### config.mk
export PLATFORM = sky130hd
export DESIGN_NAME = johnson_counter_8b
export DESIGN_NICKNAME = d
export VERILOG_FILES = /design/src/rtl/johnson_pkg.sv /design/src/rtl/johnson_phase_decoder.sv /design/src/rtl/johnson_counter_8b.sv
export SDC_FILE = /design/constraint.sdc
export NUM_CORES = 1
export LEC_CHECK = 0
export CORE_MARGIN = 2
export CORE_UTILIZATION = 48
export DETAILED_ROUTE_END_ITERATION = 10
export MAX_ROUTING_LAYER = met4
export PLACE_DENSITY = 0.79
export SLEW_MARGIN = 20
export SYNTH_ARGS = -nofsm -noshare
export SYNTH_HDL_FRONTEND = slang
export SYNTH_SLANG_ARGS = --single-unit
### constraint.sdc
create_clock -name clk -period 5.4 [get_ports clk]
set_input_delay 1.08 -clock clk [delete_from_list [all_inputs] [get_ports clk]]
set_output_delay 1.08 -clock clk [all_outputs]
set_load 0.1 [all_outputs]
### src/rtl/johnson_pkg.sv
// ----------------------------------------------------------------------------
// johnson_pkg
// Shared constants and helper functions for the 8-stage Johnson counter.
//   JC_WIDTH   : number of register stages
//   JC_STATES  : length of the twisted-ring cycle (2*JC_WIDTH)
//   JC_PHASE_W : width of the decoded phase index
// ----------------------------------------------------------------------------
package johnson_pkg;

   localparam int JC_WIDTH   = 8;
   localparam int JC_STATES  = 2 * JC_WIDTH;
   localparam int JC_PHASE_W = $clog2(JC_STATES);

   // A Johnson state has at most one boundary between a run of ones and a
   // run of zeros, so counting adjacent-bit transitions identifies legality.
   function automatic logic jc_is_legal(input logic [JC_WIDTH-1:0] v);
      int unsigned trans;
      trans = 0;
      for (int i = 0; i < JC_WIDTH - 1; i++) begin
         if (v[i] != v[i+1]) begin
            trans = trans + 1;
         end
      end
      return (trans <= 1);
   endfunction

   // Popcount never exceeds JC_WIDTH, which always fits in JC_PHASE_W bits.
   function automatic logic [JC_PHASE_W-1:0] jc_popcount(input logic [JC_WIDTH-1:0] v);
      logic [JC_PHASE_W-1:0] acc;
      acc = {JC_PHASE_W{1'b0}};
      for (int i = 0; i < JC_WIDTH; i++) begin
         acc = acc + {{(JC_PHASE_W-1){1'b0}}, v[i]};
      end
      return acc;
   endfunction

endpackage : johnson_pkg

### src/rtl/johnson_phase_decoder.sv
// ----------------------------------------------------------------------------
// johnson_phase_decoder
// Combinational decode of a Johnson counter state.
//   count    in  : current register state (MSB = bit JC_WIDTH-1)
//   phase    out : position of count in the 2*JC_WIDTH cycle, 0 when illegal
//   terminal out : high on the last legal state (only the LSB set)
//   illegal  out : high when count is not a valid Johnson state
// ----------------------------------------------------------------------------
module johnson_phase_decoder
   import johnson_pkg::*;
(
   input  logic [JC_WIDTH-1:0]   count,
   output logic [JC_PHASE_W-1:0] phase,
   output logic                  terminal,
   output logic                  illegal
);

   logic                  legal_s;
   logic [JC_PHASE_W-1:0] pop_s;
   logic [JC_PHASE_W:0]   back_s;

   // Phase comes from the popcount: the filling half counts up with the
   // ones, the draining half (LSB still set) counts down from 2*WIDTH.
   always_comb begin
      legal_s  = jc_is_legal(count);
      pop_s    = jc_popcount(count);
      back_s   = (JC_PHASE_W + 1)'(JC_STATES) - {1'b0, pop_s};
      phase    = {JC_PHASE_W{1'b0}};
      terminal = 1'b0;
      illegal  = ~legal_s;
      if (!legal_s) begin
         phase = {JC_PHASE_W{1'b0}};
      end else if (count[0]) begin
         phase = back_s[JC_PHASE_W-1:0];
      end else begin
         phase = pop_s;
      end
      if (legal_s && (count == {{(JC_WIDTH-1){1'b0}}, 1'b1})) begin
         terminal = 1'b1;
      end else begin
         terminal = 1'b0;
      end
   end

endmodule : johnson_phase_decoder

### src/rtl/johnson_counter_8b.sv
// ----------------------------------------------------------------------------
// johnson_counter_8b
// Free-running twisted-ring counter with self-recovery from corrupt states.
//   clk      in  : rising-edge clock
//   reset_n  in  : asynchronous active-low reset, clears the register
//   count    out : registered state
//   phase    out : decoded sequence index (combinational from count)
//   terminal out : high on the final state of the cycle
//   illegal  out : high when the register holds a non-Johnson pattern
// ----------------------------------------------------------------------------
module johnson_counter_8b
   import johnson_pkg::*;
(
   input  logic                  clk,
   input  logic                  reset_n,
   output logic [JC_WIDTH-1:0]   count,
   output logic [JC_PHASE_W-1:0] phase,
   output logic                  terminal,
   output logic                  illegal
);

   logic [JC_WIDTH-1:0] count_r;
   logic [JC_WIDTH-1:0] next_s;
   logic                illegal_s;

   johnson_phase_decoder u_decoder (
      .count    (count_r),
      .phase    (phase),
      .terminal (terminal),
      .illegal  (illegal_s)
   );

   // Shift with inverted feedback, or drop back to all-zeros from a
   // corrupted pattern so the ring re-enters the legal cycle next edge.
   always_comb begin
      next_s = {JC_WIDTH{1'b0}};
      if (illegal_s) begin
         next_s = {JC_WIDTH{1'b0}};
      end else begin
         next_s = {~count_r[0], count_r[JC_WIDTH-1:1]};
      end
   end

   // State register; reset clears it immediately, independent of clk.
   always_ff @(posedge clk or negedge reset_n) begin
      if (!reset_n) begin
         count_r <= {JC_WIDTH{1'b0}};
      end else begin
         count_r <= next_s;
      end
   end

   assign count   = count_r;
   assign illegal = illegal_s;

endmodule : johnson_counter_8b

==> flow_summary.json <==
{
  "slew_viol_final": 0,
  "cts_tree": "done",
  "endpoint": "phase[2]",
  "critPathLaunch": "count[1]",
  "finClkSkew_ns": 0.00455,
  "grt_pass1_vias": 1038,
  "period_minus_slack_ns": 5.81,
  "insertion_delay_ns": 0.27,
  "r2r_start": "count[1]",
  "powerDensity_mw_per_mm2": 69.1,
  "chipWidth_um": 49.8,
  "place_ws_ns": -0.127,
  "drtAntennaViolNets": 0,
  "globalplace.congestion": 0.853,
  "htree_levels": 1,
  "total_leakage_power_nw": 0.785,
  "hold_slack_ns": 0.583,
  "startpoint_type": "register",
  "timing.rr.end": "count[5]",
  "n_fill_cell": 108,
  "syn_nets": 128,
  "grt_setup_unrepaired": "true",
  "dr.pass1.iters": 4,
  "period_share_pct": 108,
  "synth.distinct_cells": 37,
  "finalHoldViolCount": 0,
  "clk_path_buf_depth": 2,
  "grt_pass1_wl_mm": 4.77,
  "mostFrequentLayoutCell": "buf_4",
  "viasPerCell": 5.36,
  "synth.cell_area_mm2": 0.00100,
  "max_cap_viol_count": 0,
  "max-vdd-ir-drop_uv": 79.1,
  "crit_arrival_ns": 4.73,
  "reg2reg_depth": 23,
  "status": "finished with violations",
  "rows": 16,
  "rrSetupSlack_ns": 0.77,
  "wire_per_inst_um": 17.1,
  "final_cell_mix": "24 x buf_4, 12 x inv_1, 9 x ha_1, 9 x clkdlybuf4s50_1",
  "clk_pin_slew_ns": 0.06,
  "post-route-util_pct": 85.7,
  "worstPathMaxFanout": 5,
  "crit_type": "reg2out",
  "dpl.hpwl_mm": 2.06,
  "end_kind": "output port",
  "setup_ws_ns": -0.409,
  "grtUsageTotal_pct": 27.1,
  "numCtsBuffers": 3,
  "drive_above_1_share_pct": 47.4,
  "overflow": 0,
  "core_region_area_mm2": 0.00196,
  "cts-root-buf": "clkbuf_4",
  "die_h_um": 49.8,
  "drt_iter0_drc": 26,
  "setup_tns_ns": -2.37,
  "grt_start_max_net_pins": 9,
  "required_ns": 4.32,
  "vias": 960,
  "io_pins": 16,
  "cts.sinks": 8,
  "async_reset_ff_share_pct": 100,
  "setup_violations": 6,
  "report.power.total_uw": 116,
  "fmaxAchievable_mhz": 172,
  "synth_cells": 109,
  "final_nets": 172,
  "largest_reg_flops": 8,
  "ys.warnings.count": 0,
  "n_antenna_cell": 0,
  "relSlewSlack_pct": 35.4,
  "area_growth_pct": 67.4,
  "ys_seq_area_share_pct": 19.9,
  "synth_edf_count": 0,
  "holdCritPathClass": "reg2reg",
  "tightestPinTransition_ns": 0.966,
  "die_area_mm2": 0.00248,
  "synth-seq-cells": 8,
  "antenna_found_initial": 0,
  "violations": "negative setup slack",
  "drt_wl_total_mm": 3.07,
  "drc": 0,
  "synth_ff_type": "dfrtp_1",
  "initial_core_util_pct": 51.2,
  "synth_area_per_cell_um2": 9.22,
  "io_buffer_count": 15
}
-- logic make-up (layout without fill, tap and decap cells) --
| family | after synthesis | in the layout | synth area share [%] |
|---|---|---|---|
| DFF | 8 | 8 | 19.9 |
| muxes | 1 | 1 | 0.996 |
| AOI/OAI and AO/OA | 20 | 20 | 14.8 |
| buffers and inverters | 17 | 60 | 7.22 |
| and+or+nand+nor | 34 | 34 | 17.4 |
| adders and majority gates | 17 | 17 | 23.4 |
| xor gates and xnor gates | 12 | 12 | 16.2 |
-- per-stage QoR --
stage          cell area [µm²]  std cells
6_report                  1680        179
5_1_grt                   1680        179
4_1_cts                   1560        172
3_5_place_dp              1430        160
3_3_place_gp              1430        160
2_1_floorplan             1120        109
-- worst max-delay path: stages, from the launching register on --
cell      delay (ns)
dfrtp_4         0.47
inv_4           0.05
ha_4            0.28
inv_4           0.04
ha_4            0.29
xnor2_4         0.12
inv_2           0.06
ha_4            0.24
nand2_4         0.07
nand2_4         0.07
ha_4            0.25
nand2b_4        0.14
o21a_1          0.11
ha_1            0.28
mux2i_1         0.21
a31oi_2         0.09
ha_1            0.32
or2_4           0.23
a211o_1         0.31
a211o_4         0.37
buf_12          0.14
nor2_4          0.12
buf_12          0.18
-- cell usage after synthesis (3+ instances only) --
master   count  area [µm²]
a31oi_1      3        18.8
inv_1       15        56.3
ha_1        14         175
nor2_1       8        30.0
xnor2_1      6        52.6
fa_1         3        60.1
nor2_2       9        56.3
nand2_1      6        22.5
dfrtp_1      8         200
-- per-layer routing --
metal  vias to the layer above  track usage (%)  routed length (µm)
li1                        460                -                   -
met1                       466             29.1                1190
met2                        26             46.7                1690
met3                         8             5.76                 105
met4                         0             13.9                  78
met5                         -                -                   0
-- worst min path at each step --
stage / startpoint / end / slack (ns) / depth (start not counted)
detailed placement: count[7] / count[6] / 0.56 / 2
floorplan: count[0] / count[7] / 0.76 / 1
global route: count[7] / count[6] / 0.60 / 2
CTS: count[7] / count[6] / 0.57 / 2
finish: count[7] / count[6] / 0.58 / 2
global placement: count[7] / count[6] / 0.54 / 2
-- timing repair --
| action | in CTS | in global routing |
|---|---|---|
| endpoints found under the setup margin | 6 | 6 |
| gates resized for setup | 8 | 9 |
| hold buffers | 0 | 0 |
| setup buffers | 8 | 7 |
| pin swaps | 6 | 11 |
-- report_power, final --
part / internal, mW / total (mW) / switching [mW]
Sequential: 0.0599 / 0.0599 / 0
Combinational: 0.000639 / 0.00184 / 0.00120
Clock: 0.0286 / 0.0545 / 0.0259
-- final cells by class --
cell class	count	area, µm²	share of cell area, %
clock buffer	4	26.3	1.56
sequential	8	215	12.8
inverter	15	61.3	3.65
multi-input combinational	84	915	54.4
tap	27	33.8	2.01
timing repair buffer	41	430	25.6
Note: power is estimated with default switching activity, not from simulation.
